**config.mk**
```make
export PLATFORM = sky130hd
export DESIGN_NAME = guess_arbiter_flat
export DESIGN_NICKNAME = d
export VERILOG_FILES = /design/src/rtl/guess_arbiter_if.sv /design/src/rtl/guess_arbiter.sv /design/src/flat_wrapper.sv
export SDC_FILE = /design/constraint.sdc
export NUM_CORES = 1
export LEC_CHECK = 0
export CORE_MARGIN = 1
export CORE_UTILIZATION = 31
export CTS_CLUSTER_SIZE = 25
export DETAILED_ROUTE_END_ITERATION = 6
export PLACE_DENSITY = 0.7
export SLEW_MARGIN = 20
export SYNTH_ARGS = -nofsm -noshare
export SYNTH_HDL_FRONTEND = slang
export SYNTH_SLANG_ARGS = --single-unit
```
**constraint.sdc**
```tcl
create_clock -name clk -period 1.5 [get_ports clk]
set_clock_uncertainty 0.2 [all_clocks]
set_input_delay 0.3 -clock clk [delete_from_list [all_inputs] [get_ports clk]]
set_output_delay 0.3 -clock clk [all_outputs]
set_load 0.01 [all_outputs]
```
**src/rtl/guess_arbiter_if.sv**
```systemverilog
// Guess/result handshake between the arbiter (master) and the hangman controller (slave).
interface guess_arbiter_if;
  logic [4:0] g_letter;
  logic       g_player;
  logic       g_valid;
  logic       g_ready;
  logic       res_valid;
  logic       res_hit;

  modport master (
    output g_letter, g_player, g_valid,
    input  g_ready, res_valid, res_hit
  );

  modport slave (
    input  g_letter, g_player, g_valid,
    output g_ready, res_valid, res_hit
  );
endinterface

```
**src/rtl/guess_arbiter.sv**
```systemverilog
// Two-player guess arbiter: one-entry buffer per player, round-robin issue to the
// shared letter-compare datapath, then saturating per-player scoring from the result.
module guess_arbiter #(
  parameter int SCORE_W      = 4,
  parameter bit STRICT_TURNS = 1'b0,
  parameter bit DEDUP        = 1'b0
) (
  input  logic               clk,
  input  logic               reset,
  input  logic [4:0]         p0_letter,
  input  logic               p0_strobe,
  input  logic [4:0]         p1_letter,
  input  logic               p1_strobe,
  output logic               p0_busy,
  output logic               p1_busy,
  guess_arbiter_if.master    gif,
  input  logic               game_over,
  input  logic               new_game,
  output logic [SCORE_W-1:0] p0_score,
  output logic [SCORE_W-1:0] p1_score,
  output logic               turn,
  output logic               drop,
  output logic               invalid,
  output logic               dup_reject
);
  localparam logic [1:0] IDLE   = 2'd0;
  localparam logic [1:0] ISSUE  = 2'd1;
  localparam logic [1:0] WAIT   = 2'd2;
  localparam logic [1:0] UPDATE = 2'd3;
  localparam logic [4:0] MAX_CODE  = 5'd25;
  localparam logic [SCORE_W-1:0] SCORE_MAX = {SCORE_W{1'b1}};

  logic [1:0]         state_q, state_d;
  logic [1:0]         buf_vld_q, buf_vld_d;
  logic [1:0][4:0]    buf_let_q, buf_let_d;
  logic [25:0]        mask_q, mask_d;
  logic [SCORE_W-1:0] score0_q, score0_d, score1_q, score1_d;
  logic               turn_q, turn_d;
  logic [4:0]         g_letter_q, g_letter_d;
  logic               g_player_q, g_player_d;
  logic               hit_q, hit_d;
  logic               drop_q, drop_d;
  logic               invalid_q, invalid_d;
  logic               dup_q, dup_d;

  logic [1:0]         stb;
  logic [1:0][4:0]    let_in;
  logic [1:0]         cons;
  logic               sel_vld, sel_player, sel_dup;
  logic [4:0]         sel_letter;

  assign stb       = {p1_strobe, p0_strobe};
  assign let_in[0] = p0_letter;
  assign let_in[1] = p1_letter;

  // Turn player first; the other player only fills an idle slot when turns are relaxed.
  always_comb begin
    sel_vld    = 1'b0;
    sel_player = turn_q;
    if (buf_vld_q[turn_q]) begin
      sel_vld    = 1'b1;
      sel_player = turn_q;
    end else if (!STRICT_TURNS && buf_vld_q[~turn_q]) begin
      sel_vld    = 1'b1;
      sel_player = ~turn_q;
    end
    sel_letter = buf_let_q[sel_player];
    sel_dup    = DEDUP && mask_q[sel_letter];
  end

  always_comb begin
    state_d    = state_q;
    buf_vld_d  = buf_vld_q;
    buf_let_d  = buf_let_q;
    mask_d     = mask_q;
    score0_d   = score0_q;
    score1_d   = score1_q;
    turn_d     = turn_q;
    g_letter_d = g_letter_q;
    g_player_d = g_player_q;
    hit_d      = hit_q;
    drop_d     = 1'b0;
    invalid_d  = 1'b0;
    dup_d      = 1'b0;
    cons       = 2'b00;

    case (state_q)
      IDLE: begin
        if (!game_over && sel_vld) begin
          if (sel_dup) begin
            cons[sel_player] = 1'b1;
            dup_d            = 1'b1;
          end else begin
            g_letter_d = sel_letter;
            g_player_d = sel_player;
            state_d    = ISSUE;
          end
        end
      end
      ISSUE: begin
        // An abort drops the in-flight guess entirely: no mask bit, no retry.
        if (game_over) begin
          cons[g_player_q] = 1'b1;
          state_d          = IDLE;
        end else if (gif.g_ready) begin
          cons[g_player_q]   = 1'b1;
          mask_d[g_letter_q] = 1'b1;
          state_d            = WAIT;
        end
      end
      WAIT: begin
        if (game_over) begin
          state_d = IDLE;
        end else if (gif.res_valid) begin
          hit_d   = gif.res_hit;
          state_d = UPDATE;
        end
      end
      default: begin
        if (hit_q && !g_player_q && score0_q != SCORE_MAX) score0_d = score0_q + SCORE_W'(1);
        if (hit_q &&  g_player_q && score1_q != SCORE_MAX) score1_d = score1_q + SCORE_W'(1);
        turn_d  = ~g_player_q;
        state_d = IDLE;
      end
    endcase

    // A slot freed this cycle can take a new strobe in the same cycle.
    for (int i = 0; i < 2; i++) begin
      if (cons[i]) buf_vld_d[i] = 1'b0;
      if (stb[i]) begin
        if (let_in[i] > MAX_CODE) begin
          invalid_d = 1'b1;
        end else if (buf_vld_q[i] && !cons[i]) begin
          drop_d = 1'b1;
        end else begin
          buf_vld_d[i] = 1'b1;
          buf_let_d[i] = let_in[i];
        end
      end
    end

    if (new_game) begin
      state_d    = IDLE;
      buf_vld_d  = '0;
      buf_let_d  = '0;
      mask_d     = '0;
      score0_d   = '0;
      score1_d   = '0;
      turn_d     = 1'b0;
      g_letter_d = '0;
      g_player_d = 1'b0;
      hit_d      = 1'b0;
      drop_d     = 1'b0;
      invalid_d  = 1'b0;
      dup_d      = 1'b0;
    end
  end

  always_ff @(posedge clk) begin
    if (!reset) begin
      state_q    <= IDLE;
      buf_vld_q  <= '0;
      buf_let_q  <= '0;
      mask_q     <= '0;
      score0_q   <= '0;
      score1_q   <= '0;
      turn_q     <= 1'b0;
      g_letter_q <= '0;
      g_player_q <= 1'b0;
      hit_q      <= 1'b0;
      drop_q     <= 1'b0;
      invalid_q  <= 1'b0;
      dup_q      <= 1'b0;
    end else begin
      state_q    <= state_d;
      buf_vld_q  <= buf_vld_d;
      buf_let_q  <= buf_let_d;
      mask_q     <= mask_d;
      score0_q   <= score0_d;
      score1_q   <= score1_d;
      turn_q     <= turn_d;
      g_letter_q <= g_letter_d;
      g_player_q <= g_player_d;
      hit_q      <= hit_d;
      drop_q     <= drop_d;
      invalid_q  <= invalid_d;
      dup_q      <= dup_d;
    end
  end

  assign gif.g_valid  = (state_q == ISSUE);
  assign gif.g_letter = g_letter_q;
  assign gif.g_player = g_player_q;
  assign p0_busy      = buf_vld_q[0];
  assign p1_busy      = buf_vld_q[1];
  assign p0_score     = score0_q;
  assign p1_score     = score1_q;
  assign turn         = turn_q;
  assign drop         = drop_q;
  assign invalid      = invalid_q;
  assign dup_reject   = dup_q;
endmodule
```
**src/flat_wrapper.sv**
```systemverilog
// flat-port wrapper written by rule: the top's interface ports become plain ports
module guess_arbiter_flat 
#(
  parameter int SCORE_W      = 4,
  parameter bit STRICT_TURNS = 1'b0,
  parameter bit DEDUP        = 1'b0
)
  (clk, reset, p0_letter, p0_strobe, p1_letter, p1_strobe, p0_busy, p1_busy, game_over, new_game, p0_score, p1_score, turn, drop, invalid, dup_reject, gif_g_letter, gif_g_player, gif_g_valid, gif_g_ready, gif_res_valid, gif_res_hit);
  guess_arbiter_if gif_i ();
  input  logic clk;
  input  logic reset;
  input  logic [4:0] p0_letter;
  input  logic p0_strobe;
  input  logic [4:0] p1_letter;
  input  logic p1_strobe;
  output logic p0_busy;
  output logic p1_busy;
  input  logic game_over;
  input  logic new_game;
  output logic [SCORE_W-1:0] p0_score;
  output logic [SCORE_W-1:0] p1_score;
  output logic turn;
  output logic drop;
  output logic invalid;
  output logic dup_reject;
  output wire logic [$bits(gif_i.g_letter)-1:0] gif_g_letter;
  output wire logic [$bits(gif_i.g_player)-1:0] gif_g_player;
  output wire logic [$bits(gif_i.g_valid)-1:0] gif_g_valid;
  input wire logic [$bits(gif_i.g_ready)-1:0] gif_g_ready;
  input wire logic [$bits(gif_i.res_valid)-1:0] gif_res_valid;
  input wire logic [$bits(gif_i.res_hit)-1:0] gif_res_hit;
  assign gif_g_letter = gif_i.g_letter;
  assign gif_g_player = gif_i.g_player;
  assign gif_g_valid = gif_i.g_valid;
  assign gif_i.g_ready = gif_g_ready;
  assign gif_i.res_valid = gif_res_valid;
  assign gif_i.res_hit = gif_res_hit;
  guess_arbiter #(.SCORE_W(SCORE_W), .STRICT_TURNS(STRICT_TURNS), .DEDUP(DEDUP)) u_core (.clk(clk), .reset(reset), .p0_letter(p0_letter), .p0_strobe(p0_strobe), .p1_letter(p1_letter), .p1_strobe(p1_strobe), .p0_busy(p0_busy), .p1_busy(p1_busy), .gif(gif_i), .game_over(game_over), .new_game(new_game), .p0_score(p0_score), .p1_score(p1_score), .turn(turn), .drop(drop), .invalid(invalid), .dup_reject(dup_reject));
endmodule
```
* Yosys cells after proc, flatten, opt, wreduce, memory -nomap -nowiden *
Cells that the tools add are included.
Widths: inputs -> output; s select.

storage, ports and cells
  logic and storage cells = 98
  output and inout bits = 21
  bits of input ports = 19
  register bits = 32

operators by class
  add/subtract/negate cells = 2
  equal/unequal tests = 7
  multiplexer cells = 39
  reductions and logical operators = 22
  order comparisons = 7
  bitwise operators = 9

operators with widths
  operator             count
  $mux 1               27
  $mux 2               8
  $reduce_and 3->1     4
  $gt 5x5->1 const B   2
  $mux 5               2
  $not 1->1            9
  $add 4x1->4 const B  2
  $logic_and 1x1->1    8
  $lt 1x2->1 const B   4
  $ne 4x4->1 const B   2
  $pmux 2 s3           1
  $reduce_and 2->1     3
  $logic_not 1->1      4
  $ne 3x2->1 const B   1
  $ne 3x3->1 const B   1
  $reduce_or 3->1      1
  $eq 2x1->1 const B   1
  $eq 2x2->1 const B   1
  $logic_not 2->1      1
  $ne 2x1->1 const B   1
  $reduce_or 2->1      1
  $demux 1 s1          1
  $ge 1x1->1 const B   1

* Depth between registers and ports, before layout *
Gate-level depths: netlist of the first run.

  word-level depth = 15
  gate-level depth with buffers = 5
  gate-level depth less buffers = 4

* Least setup slack after synthesis of the first run *
Ideal clock, no wire load.

  path kind = register to register
  from = reg u_core.g_player_q (netlist: u_core.gif.g_player)
  to = reg u_core.score1_q[1] (netlist: u_core.p1_score[1])
  buffers on the path = 0
  stages on the path, launching flop included = 5
  period minus slack after synthesis = 1.473 ns
  setup time = 0.128 ns
  data arrival time = 1.146 ns
  path slack = 0.027 ns
  required time = 1.172 ns
  path through = dfxtp_1 > nand4_2 > a31oi_2 > mux2i_1 > nor2_1

between the ends
  word-level cells in the longest chain between the ends = 3

RTL lines
  element                            RTL line              RTL
  start: declaration                 guess_arbiter.sv:40   logic g_player_q, g_player_d;
  start signal: assignment           guess_arbiter.sv:183  g_player_q <= g_player_d;
  $logic_and 1x1->1 (2 in series)    guess_arbiter.sv:121  if (hit_q && g_player_q && score1_q != SCORE_MAX) score1_d = score1_q + SCORE_W'(1);
  $reduce_and 2->1 (no source line)  n/a
  end signal: assignment             guess_arbiter.sv:180  score1_q <= score1_d;
  end: declaration                   guess_arbiter.sv:37   logic [SCORE_W-1:0] score0_q, score0_d, score1_q, score1_d;

Every way passes these cells.
A chain may end at the register's enable or synchronous reset.

* Worst setup path in the final report of the first run *
  from = in p1_letter[2]
  to = reg u_core.invalid_q (netlist: u_core.invalid)

between the ends
  word-level cells in the longest chain between the ends = 3

RTL lines
  element                 RTL line              RTL
  start: declaration      flat_wrapper.sv:14    input logic [4:0] p1_letter;
  $gt 5x5->1              guess_arbiter.sv:131  if (let_in[i] > MAX_CODE) begin
  $mux 1                  guess_arbiter.sv:131
  $mux 1                  guess_arbiter.sv:130  if (stb[i]) begin
  end signal: assignment  guess_arbiter.sv:186  invalid_q <= invalid_d;
  end: declaration        guess_arbiter.sv:43   logic invalid_q, invalid_d;

Every way passes these cells.

==> metrics.md, run 1 <==
| Metric | Value |
|---|---|
| Outcome | complete, no violations |
| Compound-cell area share of the yosys netlist | 22.74% |
| Final worst slack | 0.01556 ns |
| Total design power | 1.718 mW |
| Number of diodes | 0 |
| P_leak | 0.9668 nW |
| Hold Buf Count CTS | 0 |
| Synth Cell Area | 1436 um2 |
| Drt pass-1 iters | 4 |
| Clk_lat worst skew | 0.28 ns |
| DP Wirelength | 2.456 mm |
| Flops & latches, synth | 32 |
| Die Y | 70.07 um |
| Hold Path End | u_core.buf_let_q[6]$_SDFFE_PP0P_ |
| GR Util met3 | 3.463% |
| Remaining Overflow, GRT | 0 |
| Cell count of the worst hold path | 3 |
| CTS Buf Count | 5 |
| Post-synthesis mux area share | 6.272% |
| # rows | 24 |
| Final setup fails | 0 |
| Fmax achieved | 673.7 MHz |
| Initial antenna violation count | 0 |
| Detailed-route via count | 1397 |
| Power Density | 766.4 nW/um2 |
| Iter 0 DRT Violations | 83 |
| Share of layout cells above drive strength 1 | 30.26% |
| Critical path class | input port to flop |
| Min cycle time layout | 1.484 ns |
| PortBufs | 38 |
| Sink Count | 32 |
| Most frequent cells in the layout | buf_4 (27), dfxtp_1 (27), dlygate4sd2_1 (20) |
| Hold Vio Cnt, Final | 0 |
| Hold Crit Class | input port to flop |
| All-Layer GR Usage | 14.57% |
| Routed wire per std cell | 12.56 um |
| Mapped Cells | 163 |
| Adder-Cell Fraction of Synth Area | 2.526% |
| Drt total wl | 3.518 mm |
| Root Buffer Master | clkbuf_8 |
| Syn Nets | 184 |
| Reg2reg path depth | 4 |
| Hold Crit Start | p1_letter[1] |
| Crit Path Max Fanout | 3 |
| CTS tree | yes |
| Synth warn | 0 |
| Global-route wire length before repair | 5.582 mm |
| Pins Over Slew Limit | 0 |
| Area Growth Syn to Fin | 56.10% |
| Crit Reg-Reg Startpoint | u_core.state_q[1]$_SDFFE_PP0P_ |
| Worst setup EP type | flop |
| DIE AREA | 4910 um2 |
| CP Data Required Time | 1.52 ns |
| Core area | 4414 um2 |
| Crit path DAT | 1.51 ns |
| Crit share post-route | 98.96% |
| Syn_area_per_cell | 8.812 um2 |
| DRC | 0 |
| Register area share after synthesis | 44.60% |
| Largest net degree at the start of global routing | 16 |
| Initial Utilization | 32.54% |
| Crit start category | input port |
| Worst slack at placement | -0.4380 ns |
| Main combinational cell family by area after synthesis | compound AO/OA/AOI/OAI gates |
| Met1 GRT Util | 19.14% |
| Max H-tree Level | 2 |
| Final ANT Viol Nets | 0 |
| Via density | 4.989 |
| Peak supply drop | 0.3078 mV |
| Reg2reg setup slack | 0.05 ns |
| CTS Buffer Depth | 2 |
| Vias in the first global route | 1246 |
| Chip width | 70.07 um |
| RSZ-0062 raised after global routing | true |
| Simple-gate area share of the yosys netlist | 16.81% |
| Routability Congestion | 0.8305 |
| Busiest grt layer | met2 |
| I/O pin total | 40 |
| MaxCap Viol Count | 0 |
| Distinct cells, synth | 39 |
| Crit Reg-Reg Endpoint | u_core.buf_let_q[3]$_SDFFE_PP0P_ |
| Met2 usage | 22.54% |
| XOR/XNOR share of the synthesized area | 1.829% |
| Nets | 249 |
| Clock transition at path regs | 0.06 ns |
-- logic make-up after synthesis --
logic type	Yosys count
AOI/OAI and AO/OA	52
xor gates and xnor gates	3
adders and majority gates	3
buffers and inverters	17
DFF	32
muxes	9
other	1
and+or+nand+nor	46
-- worst max path at each step --
stage / start / endpoint / slack, ns / cells after the start
after floorplan: u_core.gif.g_player$_SDFFE_PP0P_ / u_core.p1_score[1]$_SDFFE_PP0P_ / 0.03 / 4
after global placement: game_over / u_core.drop$_SDFF_PP0_ / -0.39 / 5
after detailed placement: p1_letter[1] / u_core.buf_let_q[5]$_SDFFE_PP0P_ / -0.44 / 5
after CTS: p1_letter[2] / u_core.buf_let_q[5]$_SDFFE_PP0P_ / 0.002 / 5
after global routing: u_core.state_q[1]$_SDFFE_PP0P_ / u_core.p0_score[1]$_SDFFE_PP0P_ / -0.05 / 5
final: p1_letter[2] / u_core.invalid$_SDFF_PP0_ / 0.02 / 7
-- cells in the mapped netlist, drive strengths merged --
| cell | number | area share [%] |
|---|---|---|
| dfxtp | 32 | 45 |
| a21oi | 22 | 7.7 |
| o21ai | 15 | 5.2 |
| nor2 | 12 | 3.1 |
| nand3 | 11 | 3.8 |
| mux2i | 9 | 6.3 |
| inv | 7 | 1.8 |
| nor3 | 7 | 2.4 |
| buf | 6 | 2.1 |
| nand2 | 5 | 1.3 |
| a311oi | 3 | 2.3 |
| clkbuf | 3 | 0.78 |
| a31oi | 2 | 1.3 |
| and2 | 2 | 0.87 |
| ha | 2 | 1.7 |
| nand2b | 2 | 0.87 |
| nor2b | 2 | 0.87 |
| o211ai | 2 | 1.0 |
| o31a | 2 | 1.2 |
| o31ai | 2 | 1.7 |
| xnor2 | 2 | 1.2 |
| a211oi | 1 | 0.52 |
| a22oi | 1 | 0.52 |
| a31o | 1 | 0.61 |
| and3 | 1 | 0.44 |
| clkinv | 1 | 0.26 |
| conb | 1 | 0.26 |
| maj3 | 1 | 0.78 |
| nand4 | 1 | 0.87 |
| nand4b | 1 | 0.61 |
| nor4 | 1 | 0.87 |
| nor4bb | 1 | 0.70 |
| o22a | 1 | 0.61 |
| xor2 | 1 | 0.61 |
-- cell type report --
class | count | area [um2]
inverters | 8 | 30.03
repair buffers | 67 | 591.8
well taps | 52 | 65.06
fillers | 409 | 2172
clock inverters | 1 | 5.005
multi-input cells | 114 | 823.3
clock buffers | 6 | 72.57
flip-flops and latches | 32 | 654.4
-- layer usage --
layer / wire length (um) / vias up / part of all wire [%]
met5: 0 / - / 0
met4: 80 / 0 / 2.3
met3: 144 / 8 / 4.1
met2: 1590 / 35 / 45
met1: 1703 / 641 / 48
li1: - / 713 / -
-- state kept, by name (all words and copies together) (netlist names) --
register,flops
u_core.buf_let_q,10
u_core.buf_vld_q,2
u_core.drop,1
u_core.gif.g_letter,5
u_core.gif.g_player,1
u_core.hit_q,1
u_core.invalid,1
u_core.p0_score,4
u_core.p1_score,4
u_core.state_q,2
u_core.turn,1
-- metrics by stage --
stage	utilization (%)	instance area, um2	TNS, ns	std cells	hold WS (ns)
global route	50.79	2242	-0.07957	280	0.1306
floorplan	-	1436	0	163	0.1793
detailed placement	45.61	2013	-7.594	267	0.2738
global placement	45.61	2013	-7.211	267	0.2649
CTS	47.82	2111	0	274	0.2845
finish	50.79	2242	0	280	0.1168
-- critical path, stage by stage --
cell and delay [ns]:
clkdlybuf4s50_1 0.48, o211ai_1 0.08, buf_4 0.15, buf_4 0.13
buf_4 0.12, o22a_1 0.16, nor2_1 0.07
-- where the power goes --
part / switching (mW) / internal, mW / total, mW / leakage (nW)
Clock: 0.293 / 0.315 / 0.607 / 0.0410
Combinational: 0.111 / 0.126 / 0.237 / 0.664
Sequential: 0.0119 / 0.863 / 0.875 / 0.262
Total: 0.415 / 1.30 / 1.72 / 0.967
-- repair_timing --
item / 4_1_cts / 5_1_grt
resized for setup: 39 / 28
pin swaps: 3 / 11
setup buffers: 1 / 5
gates cloned: 0 / 1
endpoints found under the setup margin: 33 / 21
Power figures use the tool's default switching activity.
==> inputs of run 2 (changes only) <==
--- a/config.mk
+++ b/config.mk
@@ -7,7 +7,6 @@
 export LEC_CHECK = 0
 export CORE_MARGIN = 1
 export CORE_UTILIZATION = 31
-export CTS_CLUSTER_SIZE = 25
 export DETAILED_ROUTE_END_ITERATION = 6
 export PLACE_DENSITY = 0.7
 export SLEW_MARGIN = 20
==> results of run 2 <==
Same layout as run 1: the final DEF is identical, and so are final timing and power.
